$ cat src/rtl/rvfi_pc_chain_pkg.sv
// Shared types for the RVFI PC-chain continuity checker.
// Optional trap/interrupt exemption: RVFI_PC_CHAIN_TRAP_SKIP_EN.
package rvfi_pc_chain_pkg;

  typedef enum logic [1:0] {
    IDLE,
    COLLECT,
    DONE,
    FAIL
  } chain_state_e;

  localparam int DEPTH_MAX = 16;

  function automatic int idx_w(input int depth);
    return (depth > 1) ? $clog2(depth) : 1;
  endfunction

endpackage

$ cat src/rtl/rvfi_pc_chain_capture.sv
// Per-channel window match: offset, range check, slot select, duplicates.
// Trap/intr data is always routed; the top decides whether to keep it.
module rvfi_pc_chain_capture
  import rvfi_pc_chain_pkg::*;
#(
  parameter int XLEN  = 32,
  parameter int NRET  = 1,
  parameter int DEPTH = 4,
  parameter int IW    = idx_w(DEPTH)
) (
  input  logic                           en,
  input  logic [63:0]                    base,
  input  logic [DEPTH-1:0]               slot_vld,
  input  logic [NRET-1:0]                valid,
  input  logic [64*NRET-1:0]             order,
  input  logic [XLEN*NRET-1:0]           rdata,
  input  logic [XLEN*NRET-1:0]           wdata,
  input  logic [NRET-1:0]                trap,
  input  logic [NRET-1:0]                intr,
  output logic [DEPTH-1:0]               we,
  output logic [DEPTH-1:0][XLEN-1:0]     wr_rdata,
  output logic [DEPTH-1:0][XLEN-1:0]     wr_wdata,
  output logic [DEPTH-1:0]               wr_trap,
  output logic [DEPTH-1:0]               wr_intr,
  output logic                           dup,
  output logic [IW-1:0]                  dup_idx
);

  logic [NRET-1:0][63:0] off;
  logic [NRET-1:0]       inw;
  logic [DEPTH-1:0]      multi;
  logic [DEPTH-1:0]      dslot;

  always_comb begin
    we       = '0;
    multi    = '0;
    wr_rdata = '0;
    wr_wdata = '0;
    wr_trap  = '0;
    wr_intr  = '0;
    off      = '0;
    inw      = '0;
    for (int c = 0; c < NRET; c++) begin
      // Modulo-2^64 difference keeps windows across the wrap legal
      off[c] = order[64*c +: 64] - base;
      inw[c] = en && valid[c] && (off[c] < 64'(DEPTH));
      for (int s = 0; s < DEPTH; s++) begin
        if (inw[c] && off[c] == 64'(s)) begin
          multi[s]    = multi[s] | we[s];
          we[s]       = 1'b1;
          wr_rdata[s] = rdata[XLEN*c +: XLEN];
          wr_wdata[s] = wdata[XLEN*c +: XLEN];
          wr_trap[s]  = trap[c];
          wr_intr[s]  = intr[c];
        end
      end
    end
    dslot   = we & (slot_vld | multi);
    dup     = |dslot;
    dup_idx = '0;
    for (int s = DEPTH - 1; s >= 0; s--) begin
      if (dslot[s]) dup_idx = IW'(s);
    end
  end

endmodule

$ cat src/rtl/rvfi_pc_chain_check.sv
// Multi-retire PC-continuity checker over a window of DEPTH orders.
// Define RVFI_PC_CHAIN_TRAP_SKIP_EN to exempt pairs around traps/interrupts.
module rvfi_pc_chain_check
  import rvfi_pc_chain_pkg::*;
#(
  parameter int XLEN  = 32,
  parameter int NRET  = 1,
  parameter int DEPTH = 4
) (
  input  logic                       clock,
  input  logic                       reset,
  input  logic                       check,
  input  logic [63:0]                base_order,
  input  logic [NRET-1:0]            rvfi_valid,
  input  logic [64*NRET-1:0]         rvfi_order,
  input  logic [XLEN*NRET-1:0]       rvfi_pc_rdata,
  input  logic [XLEN*NRET-1:0]       rvfi_pc_wdata,
  input  logic [NRET-1:0]            rvfi_trap,
  input  logic [NRET-1:0]            rvfi_intr,
  output logic                       busy,
  output logic                       done,
  output logic                       err,
  output logic                       err_dup,
  output logic [$clog2(DEPTH)-1:0]   err_pair
);

  localparam int IW = $clog2(DEPTH);

  typedef struct packed {
    logic [XLEN-1:0] rdata;
    logic [XLEN-1:0] wdata;
`ifdef RVFI_PC_CHAIN_TRAP_SKIP_EN
    logic            trap;
    logic            intr;
`endif
  } slot_t;

  chain_state_e           state_q, state_d;
  logic [63:0]            base_q, base_d;
  logic [DEPTH-1:0]       sv_q, sv_d;
  slot_t [DEPTH-1:0]      slot_q, slot_d;
  logic [DEPTH-2:0]       chk_q, chk_d;
  logic                   busy_q, busy_d;
  logic                   done_q, done_d;
  logic                   err_q, err_d;
  logic                   dup_q, dup_d;
  logic [IW-1:0]          pair_q, pair_d;

  logic [DEPTH-1:0]            we;
  logic [DEPTH-1:0][XLEN-1:0]  wr_rdata, wr_wdata;
  logic [DEPTH-1:0]            wr_trap, wr_intr;
  logic                        dup;
  logic [IW-1:0]               dup_idx;
  logic [DEPTH-2:0]            rdy, mm;
  logic [IW-1:0]               mm_idx;

  rvfi_pc_chain_capture #(
    .XLEN (XLEN),
    .NRET (NRET),
    .DEPTH(DEPTH),
    .IW   (IW)
  ) u_capture (
    .en      (state_q == COLLECT),
    .base    (base_q),
    .slot_vld(sv_q),
    .valid   (rvfi_valid),
    .order   (rvfi_order),
    .rdata   (rvfi_pc_rdata),
    .wdata   (rvfi_pc_wdata),
    .trap    (rvfi_trap),
    .intr    (rvfi_intr),
    .we      (we),
    .wr_rdata(wr_rdata),
    .wr_wdata(wr_wdata),
    .wr_trap (wr_trap),
    .wr_intr (wr_intr),
    .dup     (dup),
    .dup_idx (dup_idx)
  );

`ifndef RVFI_PC_CHAIN_TRAP_SKIP_EN
  logic unused_flags;
  assign unused_flags = ^{wr_trap, wr_intr};
`endif

  // Pair compare works on registered slots, one cycle behind capture
  always_comb begin
    rdy    = '0;
    mm     = '0;
    mm_idx = '0;
    for (int k = 0; k < DEPTH - 1; k++) begin
      rdy[k] = sv_q[k] & sv_q[k+1] & ~chk_q[k];
      mm[k]  = rdy[k] && (slot_q[k].wdata != slot_q[k+1].rdata);
`ifdef RVFI_PC_CHAIN_TRAP_SKIP_EN
      if (slot_q[k].trap || slot_q[k+1].intr) mm[k] = 1'b0;
`endif
    end
    for (int k = DEPTH - 2; k >= 0; k--) begin
      if (mm[k]) mm_idx = IW'(k);
    end
  end

  always_comb begin
    state_d = state_q;
    base_d  = base_q;
    sv_d    = sv_q;
    slot_d  = slot_q;
    chk_d   = chk_q;
    busy_d  = busy_q;
    done_d  = done_q;
    err_d   = err_q;
    dup_d   = dup_q;
    pair_d  = pair_q;
    if (!check) begin
      state_d = IDLE;
      sv_d    = '0;
      chk_d   = '0;
      busy_d  = 1'b0;
      done_d  = 1'b0;
      err_d   = 1'b0;
      dup_d   = 1'b0;
      pair_d  = '0;
    end else begin
      unique case (state_q)
        IDLE: begin
          base_d  = base_order;
          state_d = COLLECT;
          busy_d  = 1'b1;
        end
        COLLECT: begin
          for (int s = 0; s < DEPTH; s++) begin
            if (we[s]) begin
              sv_d[s]         = 1'b1;
              slot_d[s].rdata = wr_rdata[s];
              slot_d[s].wdata = wr_wdata[s];
`ifdef RVFI_PC_CHAIN_TRAP_SKIP_EN
              slot_d[s].trap  = wr_trap[s];
              slot_d[s].intr  = wr_intr[s];
`endif
            end
          end
          chk_d = chk_q | rdy;
          if (dup) begin
            state_d = FAIL;
            busy_d  = 1'b0;
            err_d   = 1'b1;
            dup_d   = 1'b1;
            pair_d  = dup_idx;
          end else if (|mm) begin
            state_d = FAIL;
            busy_d  = 1'b0;
            err_d   = 1'b1;
            pair_d  = mm_idx;
          end else if (&sv_q && &(chk_q | rdy)) begin
            state_d = DONE;
            busy_d  = 1'b0;
            done_d  = 1'b1;
          end
        end
        default: ;
      endcase
    end
  end

  always_ff @(posedge clock or posedge reset) begin
    if (reset) begin
      state_q <= IDLE;
      base_q  <= '0;
      sv_q    <= '0;
      slot_q  <= '0;
      chk_q   <= '0;
      busy_q  <= 1'b0;
      done_q  <= 1'b0;
      err_q   <= 1'b0;
      dup_q   <= 1'b0;
      pair_q  <= '0;
    end else begin
      state_q <= state_d;
      base_q  <= base_d;
      sv_q    <= sv_d;
      slot_q  <= slot_d;
      chk_q   <= chk_d;
      busy_q  <= busy_d;
      done_q  <= done_d;
      err_q   <= err_d;
      dup_q   <= dup_d;
      pair_q  <= pair_d;
    end
  end

  assign busy     = busy_q;
  assign done     = done_q;
  assign err      = err_q;
  assign err_dup  = dup_q;
  assign err_pair = pair_q;

`ifdef FORMAL
  always @(posedge clock) begin
    if (!reset) assert (!err_q);
  end
  if (NRET > 1) begin : g_uniq
    for (genvar i = 0; i < NRET; i++) begin : g_i
      for (genvar j = i + 1; j < NRET; j++) begin : g_j
        always_comb assume (!(rvfi_valid[i] && rvfi_valid[j]) ||
          rvfi_order[64*i +: 64] != rvfi_order[64*j +: 64]);
      end
    end
  end
`endif

endmodule

$ cat config.mk
export PLATFORM = sky130hd
export DESIGN_NAME = rvfi_pc_chain_check
export DESIGN_NICKNAME = d
export VERILOG_FILES = /design/src/rtl/rvfi_pc_chain_pkg.sv /design/src/rtl/rvfi_pc_chain_capture.sv /design/src/rtl/rvfi_pc_chain_check.sv
export SDC_FILE = /design/constraint.sdc
export NUM_CORES = 1
export LEC_CHECK = 0
export ABC_AREA = 1
export CAP_MARGIN = 20
export CORE_ASPECT_RATIO = 0.75
export CORE_UTILIZATION = 50
export DETAILED_ROUTE_END_ITERATION = 7
export HOLD_SLACK_MARGIN = 0.08
export MAX_ROUTING_LAYER = met4
export PLACE_DENSITY = 0.75
export SYNTH_ARGS = -nofsm -noshare
export SYNTH_HDL_FRONTEND = slang
export SYNTH_SLANG_ARGS = --single-unit
$ cat constraint.sdc
create_clock -name clock -period 9.3 [get_ports clock]
set_clock_uncertainty 0.05 [all_clocks]
set_input_delay 1.86 -clock clock [delete_from_list [all_inputs] [get_ports clock]]
set_output_delay 1.86 -clock clock [all_outputs]
set_load 0.005 [all_outputs]
==> qor.yml <==
p_leak_nw: 11.4
antenna_found_initial: 5
htreeDepth: 1
arrival_ns: 6.44
core_region_area_mm2: 0.0348
die_w_um: 219
wl_per_cell_um: 16.5
setup_viol: 0
dp_hpwl_um: 41500
grt_util_met2_pct: 43.7
grt_util_met1_pct: 45.6
synth_edf_count: 0
run_status: "finished, final reports clean"
start_util_pct: 50.9
max_stage_delay_ns: 0.82
die_y_um: 165
gp_congestion: 0.967
path_cells: "clkdlybuf4s50_1 -> inv_1 -> ha_1 -> inv_1 -> fa_1 -> nand3_1 -> nand3_1 -> nand2_1 -> nand2_1 -> nand2_1 -> nand3_1 -> nand2_1 -> nand4_1 -> nand2_1 -> nand3_1 -> nor2_1 -> nand2_1 -> nor2_2 -> nand3_2 -> nor2_4 -> nand3_2 -> nand2_1 -> o21ai_0"
path_clk_slew_ns: 0.06
path_class: "input pin to flop"
p_per_area_mw_per_mm2: 240
use_met3_pct: 6.21
remaining_drc_errors: 0
port_buffers: 201
ant_nets: 0
path_common_cell: "nand2_1"
syn_area_per_cell_um2: 6.72
fmax_mhz: 165
grt_max_degree: 180
cts_tree: "done"
synth.cell_area_mm2: 0.0177
wirelength_um: 54400
slowest_stage: "nand3_2"
pin_count: 204
grt-busiest-layer: "met1"
ys.flop_type: "dfrtp_1"
grt_pass1_vias: 16100
drv_cap: 0
first_iter_violations: 1787
drt-pass1-iter-count: 6
final_common_cell: "nand2_1"
worst_pin_slew_ns: 1.07
final_cell_mix: "nand2_1 (879), inv_1 (492), dfrtp_1 (271)"
synth_nets: 2896
hold_slack_ns: 0.439
cts_sinks: 271
crit_required_ns: 9.66
slew_violations: 0
relSlewSlack_pct: 28.8
end_kind: "flop"
finalSetupTns_ns: 0
dieArea_mm2: 0.0362
cts_hold_buf: 0
synth_cell_types: 46
hold_viol_final: 0
period_minus_slack_ns: 6.07
clkLatencyLatePin_ns: 0.56
vias: 17200
rsz0062_at_grt: "false"
final_util_pct: 60.6
startpoint_type: "input pin"
overflow: 0
ys_warn_count: 0
fin_crit_sh_pct: 65.3
numCtsBuffers: 28
crit_fanout: 32
cts_root_buf: "clkbuf_16"
clk_path_buf_depth: 3
setup_slack_ns: 3.23
synthArstFlopShare_pct: 100
ys_ff_latch: 271
final_layout_size_suffix_gt1_share_pct: 3.35
grt_first_pass_wirelength_um: 85000
cts_resized: 0
dp_slack_ns: 2.75
grt_use_total_pct: 31.0
area_growth_pct: 19.0
ys_seq_area_share_pct: 38.3
fill_cells: 3264
design_area_mm2: 0.0211
vias_per_cell: 5.23
rows: 59
post-cts-setup-buffers: 0
nNetsFinal: 3081
hold_class: "flop to flop"
synth_cells: 2634
place_area_mm2: 0.0202
peakVddDrop_mv: 0.161
[sequential cells by signal, indices dropped and copies added (netlist names)]
register  cells
base_q       64
err           1
sv_q          4
busy          1
slot_q      192
done          1
err_pair      2
err_dup       1
chk_q         3
state_q       2
[metal layers]
layer / share of wire, % / vias up / routed length (µm)
li1: - / 8469 / -
met1: 48 / 8043 / 26000
met2: 41 / 653 / 22200
met3: 9.4 / 64 / 5130
met4: 1.9 / 0 / 1010
met5: 0 / - / 0
[final timing paths]
path	startpoint	to	slack (ns)	cells past startpoint
worst max-delay path	rvfi_order[0]	slot_q[233]	3.23	23
min in group asynchronous	reset	slot_q[165]	1.75	2
worst min-delay path	slot_q[125]	slot_q[125]	0.44	2
worst max register to register	base_q[37]	slot_q[233]	4.65	20
max in group asynchronous	reset	base_q[46]	5.99	3
worst min register to register	slot_q[125]	slot_q[125]	0.44	2
[cells in the mapped netlist, types with 2 or more instances]
cell / instances / share of area, %
o21bai_1: 6 / 0.25
xor2_1: 29 / 1.4
nand2_1: 880 / 19
and2_1: 4 / 0.14
nor4_1: 10 / 0.35
ha_1: 63 / 4.5
and3_1: 2 / 0.071
nand3_2: 6 / 0.34
buf_1: 6 / 0.13
a211oi_1: 2 / 0.085
o2111ai_1: 5 / 0.25
o21ai_1: 61 / 1.7
o21ai_0: 151 / 4.3
inv_2: 3 / 0.064
inv_1: 493 / 10
xnor2_1: 59 / 2.9
nand3_1: 89 / 2.5
nand4_1: 39 / 1.4
a21oi_1: 118 / 3.3
nor2_4: 2 / 0.13
nor3_2: 2 / 0.11
nand2_2: 3 / 0.11
dfrtp_1: 271 / 38
nor2_2: 10 / 0.35
mux2_2: 2 / 0.13
nor3b_1: 6 / 0.25
nor3_1: 13 / 0.37
nor2_1: 214 / 4.5
buf_2: 24 / 0.68
nand3b_1: 11 / 0.47
or2_2: 14 / 0.49
clkbuf_1: 17 / 0.36
clkbuf_2: 6 / 0.17
[through the flow]
step                std cells  power [mW]
finish                   3296        5.06
global route             3296        5.45
CTS                      3292        5.03
detailed placement       3246        3.88
global placement         3246        3.84
floorplan                2634        3.14
[critical path: cells and delay by family]
| kind | cells | cell delay, ns |
|---|---|---|
| buffers and inverters | 3 | 0.61 |
| and+or+nand+nor | 17 | 3.24 |
| adders and majority gates | 2 | 0.56 |
| AOI/OAI and AO/OA | 1 | 0.14 |
[power by group]
group	leakage, nW	switching [mW]	total, mW	internal, mW
clock	0.442	0.468	1.14	0.672
sequential	3.59	0.0425	1.36	1.32
combinational	7.34	1.73	2.56	0.830
[layout make-up]
class | instances | area [µm²] | share of cell area, %
Sequential cell | 271 | 6780 | 32.2
Timing Repair Buffer | 208 | 2080 | 9.86
Multi-Input combinational cell | 1814 | 8850 | 42.0
Tap cell | 457 | 572 | 2.71
Antenna cell | 4 | 10.0 | 0.0475
Inverter | 496 | 1870 | 8.85
Clock buffer | 39 | 793 | 3.76
Clock inverter | 7 | 116 | 0.552
[cell families (layout without fill, tap and decap cells)]
| kind of cell | count (synthesis) | after routing | synth area share (%) |
|---|---|---|---|
| simple gates | 1309 | 1309 | 30.5 |
| buf+inv | 549 | 750 | 11.9 |
| compound gates | 351 | 351 | 10.3 |
| flops | 271 | 271 | 38.3 |
| xor+xnor | 88 | 88 | 4.35 |
| fa+ha+maj | 64 | 64 | 4.57 |
| mux | 2 | 2 | 0.127 |
| other cells | 0 | 4 | 0 |
(Power assumes the default switching activity.)
